===== src/rtl/timer_pkg.sv =====
// Shared constants for the playback-position timer: position limit and
// active-low 7-segment patterns (bit0 = a ... bit6 = g).
package timer_pkg;

    localparam logic [9:0] MAX_SECONDS = 10'd599;

    localparam logic [6:0] SEG_BLANK = 7'b1111111;
    localparam logic [6:0] SEG_0     = 7'b1000000;
    localparam logic [6:0] SEG_1     = 7'b1111001;
    localparam logic [6:0] SEG_2     = 7'b0100100;
    localparam logic [6:0] SEG_3     = 7'b0110000;
    localparam logic [6:0] SEG_4     = 7'b0011001;
    localparam logic [6:0] SEG_5     = 7'b0010010;
    localparam logic [6:0] SEG_6     = 7'b0000010;
    localparam logic [6:0] SEG_7     = 7'b1111000;
    localparam logic [6:0] SEG_8     = 7'b0000000;
    localparam logic [6:0] SEG_9     = 7'b0010000;

    // Non-decimal codes blank the digit rather than showing garbage.
    function automatic logic [6:0] seg_encode(input logic [3:0] bcd);
        logic [6:0] seg;
        case (bcd)
            4'd0:    seg = SEG_0;
            4'd1:    seg = SEG_1;
            4'd2:    seg = SEG_2;
            4'd3:    seg = SEG_3;
            4'd4:    seg = SEG_4;
            4'd5:    seg = SEG_5;
            4'd6:    seg = SEG_6;
            4'd7:    seg = SEG_7;
            4'd8:    seg = SEG_8;
            4'd9:    seg = SEG_9;
            default: seg = SEG_BLANK;
        endcase
        return seg;
    endfunction

endpackage


===== src/rtl/display_timer.sv =====
// Purely combinational M:SS display driver: three identical BCD to
// active-low 7-segment decoders.
module display_timer
    import timer_pkg::*;
(
    input  logic [3:0] seconds0,
    input  logic [3:0] seconds1,
    input  logic [3:0] minutes0,
    output logic [6:0] seconds_lsd,
    output logic [6:0] seconds_msd,
    output logic [6:0] minutes
);

    always_comb begin
        seconds_lsd = seg_encode(seconds0);
        seconds_msd = seg_encode(seconds1);
        minutes     = seg_encode(minutes0);
    end

endmodule


===== src/rtl/timer.sv =====
// Playback-position timer: seconds register 0..599 stepped by a signed,
// saturating increment, split into BCD M:SS and decoded for 7-segment display.
module timer
    import timer_pkg::*;
(
    input  logic       clk,
    input  logic       reset,
    input  logic       count,
    input  logic [8:0] adder,
    output logic [3:0] seconds0,
    output logic [3:0] seconds1,
    output logic [3:0] minutes0,
    output logic [6:0] seconds_lsd,
    output logic [6:0] seconds_msd,
    output logic [6:0] minutes
);

    localparam logic signed [11:0] MAX_SUM = $signed({2'b00, MAX_SECONDS});

    logic [9:0]        total_q;
    logic [9:0]        total_d;
    logic signed [11:0] sum_w;
    logic [3:0]        min_w;
    logic [5:0]        sec_w;

    // 12-bit signed sum covers -256..854, so clamping sees the true result.
    always_comb begin
        sum_w   = $signed({2'b00, total_q}) + $signed({{3{adder[8]}}, adder});
        total_d = total_q;
        if (count) begin
            if (sum_w < 12'sd0) begin
                total_d = '0;
            end else if (sum_w > MAX_SUM) begin
                total_d = MAX_SECONDS;
            end else begin
                total_d = sum_w[9:0];
            end
        end
    end

    // NOTE: state registers use non-blocking assignment so every flop samples
    // the pre-edge value of its inputs; blocking here would create ordering races.
    always_ff @(posedge clk) begin
        if (reset) begin
            total_q <= '0;
        end else begin
            total_q <= total_d;
        end
    end

    always_comb begin
        min_w    = 4'(total_q / 10'd60);
        sec_w    = 6'(total_q - 10'(min_w) * 10'd60);
        minutes0 = min_w;
        seconds1 = 4'(sec_w / 6'd10);
        seconds0 = 4'(sec_w % 6'd10);
    end

    display_timer u_display (
        .seconds0    (seconds0),
        .seconds1    (seconds1),
        .minutes0    (minutes0),
        .seconds_lsd (seconds_lsd),
        .seconds_msd (seconds_msd),
        .minutes     (minutes)
    );

endmodule


===== config.mk =====
export PLATFORM = sky130hd
export DESIGN_NAME = timer
export DESIGN_NICKNAME = d
export VERILOG_FILES = /design/src/rtl/timer_pkg.sv /design/src/rtl/display_timer.sv /design/src/rtl/timer.sv
export SDC_FILE = /design/constraint.sdc
export NUM_CORES = 1
export LEC_CHECK = 0
export BUFFER_PORTS_ARGS = -buffer_cell sky130_fd_sc_hd__buf_2
export CAP_MARGIN = 20
export CORE_ASPECT_RATIO = 1.2
export CORE_MARGIN = 4
export CORE_UTILIZATION = 45
export CTS_BUF_LIST = sky130_fd_sc_hd__clkbuf_8
export DETAILED_ROUTE_END_ITERATION = 12
export GPL_ROUTABILITY_DRIVEN = 0
export GPL_TIMING_DRIVEN = 0
export PLACE_DENSITY = 0.72
export SYNTH_ARGS = -nofsm -noshare
export SYNTH_HDL_FRONTEND = slang
export SYNTH_SLANG_ARGS = --single-unit

===== constraint.sdc =====
create_clock -name clk -period 8 [get_ports clk]
set_input_delay 2.4 -clock clk [delete_from_list [all_inputs] [get_ports clk]]
set_output_delay 2.4 -clock clk [all_outputs]
set_load 0.03 [all_outputs]

==> impl_metrics.tcl <==
set metrics [dict create \
    cp-start-kind "flip-flop" \
    ys_ff_latch 10 \
    path_depth 26 \
    maxCapViolCount 0 \
    tns_ns 0 \
    synth_edf_count 0 \
    clockRootBuffer "clkbuf_8" \
    first_pass_iters 4 \
    fmax_mhz 128.1 \
    yosysSeqAreaShare_pct 9.587 \
    hpwl_um 3694 \
    synth_common_cells "ha_1, a21oi_1, nand2_1" \
    skew_ns 0.0007623 \
    design_area_mm2 0.002686 \
    dieHeight_um 82.63 \
    postSynthCellCount 269 \
    synth_top_area_share_pct 17.97 \
    cts.sinks 10 \
    initial_core_util_pct 47.90 \
    met3_usage_pct 0.4843 \
    ctsHoldBuffers 0 \
    crit_path_top_delay_cell "or3b_4" \
    crit_buf_inv 2 \
    grt-ovfl-total 0 \
    drive_gt1_share_pct 32.00 \
    top_register "total_q" \
    num_io_pins 45 \
    path_class "reg2out" \
    largest_reg_flops 10 \
    track_usage_pct 15.91 \
    synth_area_leaders "ha_1, dfxtp_1, a21oi_1" \
    min_period_ns 7.806 \
    ys_types 66 \
    r2r_cells 11 \
    totalWireLength_um 4810 \
    detail-route-antenna-nets 0 \
    use_met2_pct 29.87 \
    yosysMostFrequentCell "ha_1" \
    synthesis.area_mm2 0.002088 \
    worst_pin_slew_ns 0.9036 \
    r2r_slack_ns 4.56 \
    drc_errors 0 \
    fillers 416 \
    antenna_found_initial 0 \
    holdPathStages 2 \
    io_buffer_count 43 \
    cts_tree "done" \
    max_stage_delay_ns 0.40 \
    grt_pass1_wl_um 7886 \
    period_share_pct 97.58 \
    postPlaceCellArea_mm2 0.002392 \
    setup_viol 0 \
    crit_path_end_kind "output pin" \
    h-tree-depth 1 \
    synthFlopType "dfxtp_1" \
    crit_arrival_ns 5.41 \
    slew_headroom_pct 39.30 \
    gr-usage-met1_pct 19.54 \
    clkTransAtPathRegs_ns 0.05 \
    antennaDiodeCount 0 \
    hold_viol 0 \
    path_delay_family "compound AO/OA/AOI/OAI gates" \
    synthesis.nets 313 \
    crit_required_ns 5.60 \
    die_w_um 70.19 \
    via_per_inst 5.577 \
    first_global_vias 1916 \
    clk-insertion-delay-late_ns 0.24 \
    yosys_warnings 0 \
    wl_per_cell_um 12.62 \
    dr_total_vias 2125 \
    grt_max_degree 11 \
    finalNetCount 370 \
    path_max_fanout 10 \
    async_reset_ff_share_pct 0 \
    cts_buffers 3 \
    first_iter_violations 40 \
    row_count 26 \
    synth_top_area_cell "ha_1" \
    slew_violations 0 \
    areaGrowthSynthToFinish_pct 28.64 \
    dieArea_mm2 0.005799 \
    core_mm2 0.004359 \
    status "completed" \
    hp-class "reg2reg" \
    reg_top3 "total_q x10" \
    grt_busiest_layer "met2" \
    cts_buffer_depth 2 \
    syn_avg_cell_area_um2 7.763 \
]
-- final timing paths --
check                          startpoint                       to
setup / recovery  total_q[5]$_SDFFE_PP0P_           seconds_lsd[5]
setup reg to reg  total_q[0]$_SDFFE_PP0P_  total_q[6]$_SDFFE_PP0P_
hold reg to reg   total_q[9]$_SDFFE_PP0P_  total_q[9]$_SDFFE_PP0P_
hold / removal    total_q[9]$_SDFFE_PP0P_  total_q[9]$_SDFFE_PP0P_
-- kinds of logic after synthesis --
logic type	share of synthesized area (%)
AOI/OAI and AO/OA	32.00
and+or+nand+nor	17.74
adders and majority gates	20.85
buffers and inverters	6.890
xor gates and xnor gates	8.508
DFF	9.586
muxes	4.254
other	0.1796
-- what timing repair did --
item                                    in CTS  in global routing
gates resized for setup                     16                 27
pin swaps                                    3                 11
buffers inserted                             6                  5
endpoints found under the setup margin      14                 12
-- layout make-up --
class | instances | area [µm²] | area share (%)
Buffer | 10 | 66.31 | 2.469
Multi-Input combinational cell | 227 | 1912 | 71.17
Tap cell | 56 | 70.07 | 2.608
Inverter | 20 | 77.57 | 2.888
Timing Repair Buffer | 54 | 300.3 | 11.18
Sequential cell | 10 | 205.2 | 7.639
Clock buffer | 4 | 55.05 | 2.049
-- per-stage QoR --
step / hold slack, ns / util, % / setup slack (ns) / std cells
2_1_floorplan: 0.5317 / - / 0.08279 / 269
3_3_place_gp: 0.5970 / 54.88 / -0.2550 / 368
3_5_place_dp: 0.6045 / 54.88 / -0.3253 / 368
4_1_cts: 0.5612 / 58.32 / 0.004826 / 377
5_1_grt: 0.5912 / 61.62 / -0.05671 / 381
6_report: 0.5433 / 61.62 / 0.1936 / 381
-- routing by layer --
layer  share of wire (%)  vias up
met5                   0        -
met4                 1.4        0
met3                 2.9        5
met2                  50       39
met1                  45      976
li1                    -     1105
-- worst register-to-register path: stages, from the launching register on --
cell and delay (ns):
dfxtp_1 0.62, ha_1 0.29, a21o_1 0.14, a21o_1 0.13
a21oi_1 0.08, o21ai_0 0.38, a41o_1 0.29, nor2_1 0.06
xnor2_1 0.13, nor3_1 0.70, nor2b_1 0.40, a221o_1 0.17
-- cell usage in the layout (no fill, tap or decap), types with 3 or more instances in the layout --
master	count
a221o_1	5
a21oi_1	23
nor2b_1	5
inv_1	17
buf_2	44
buf_4	15
a31oi_1	3
o21ai_2	3
ha_1	27
nand2_1	22
xnor2_1	8
nor3_1	5
xor2_1	6
clkbuf_8	4
nor2_1	22
o21ai_0	9
a32o_1	3
ha_4	3
a21o_1	9
o21ai_1	4
dfxtp_1	8
Power is not shown: default switching activity piles up to over one toggle a cycle in this logic, so the estimate is an artifact.
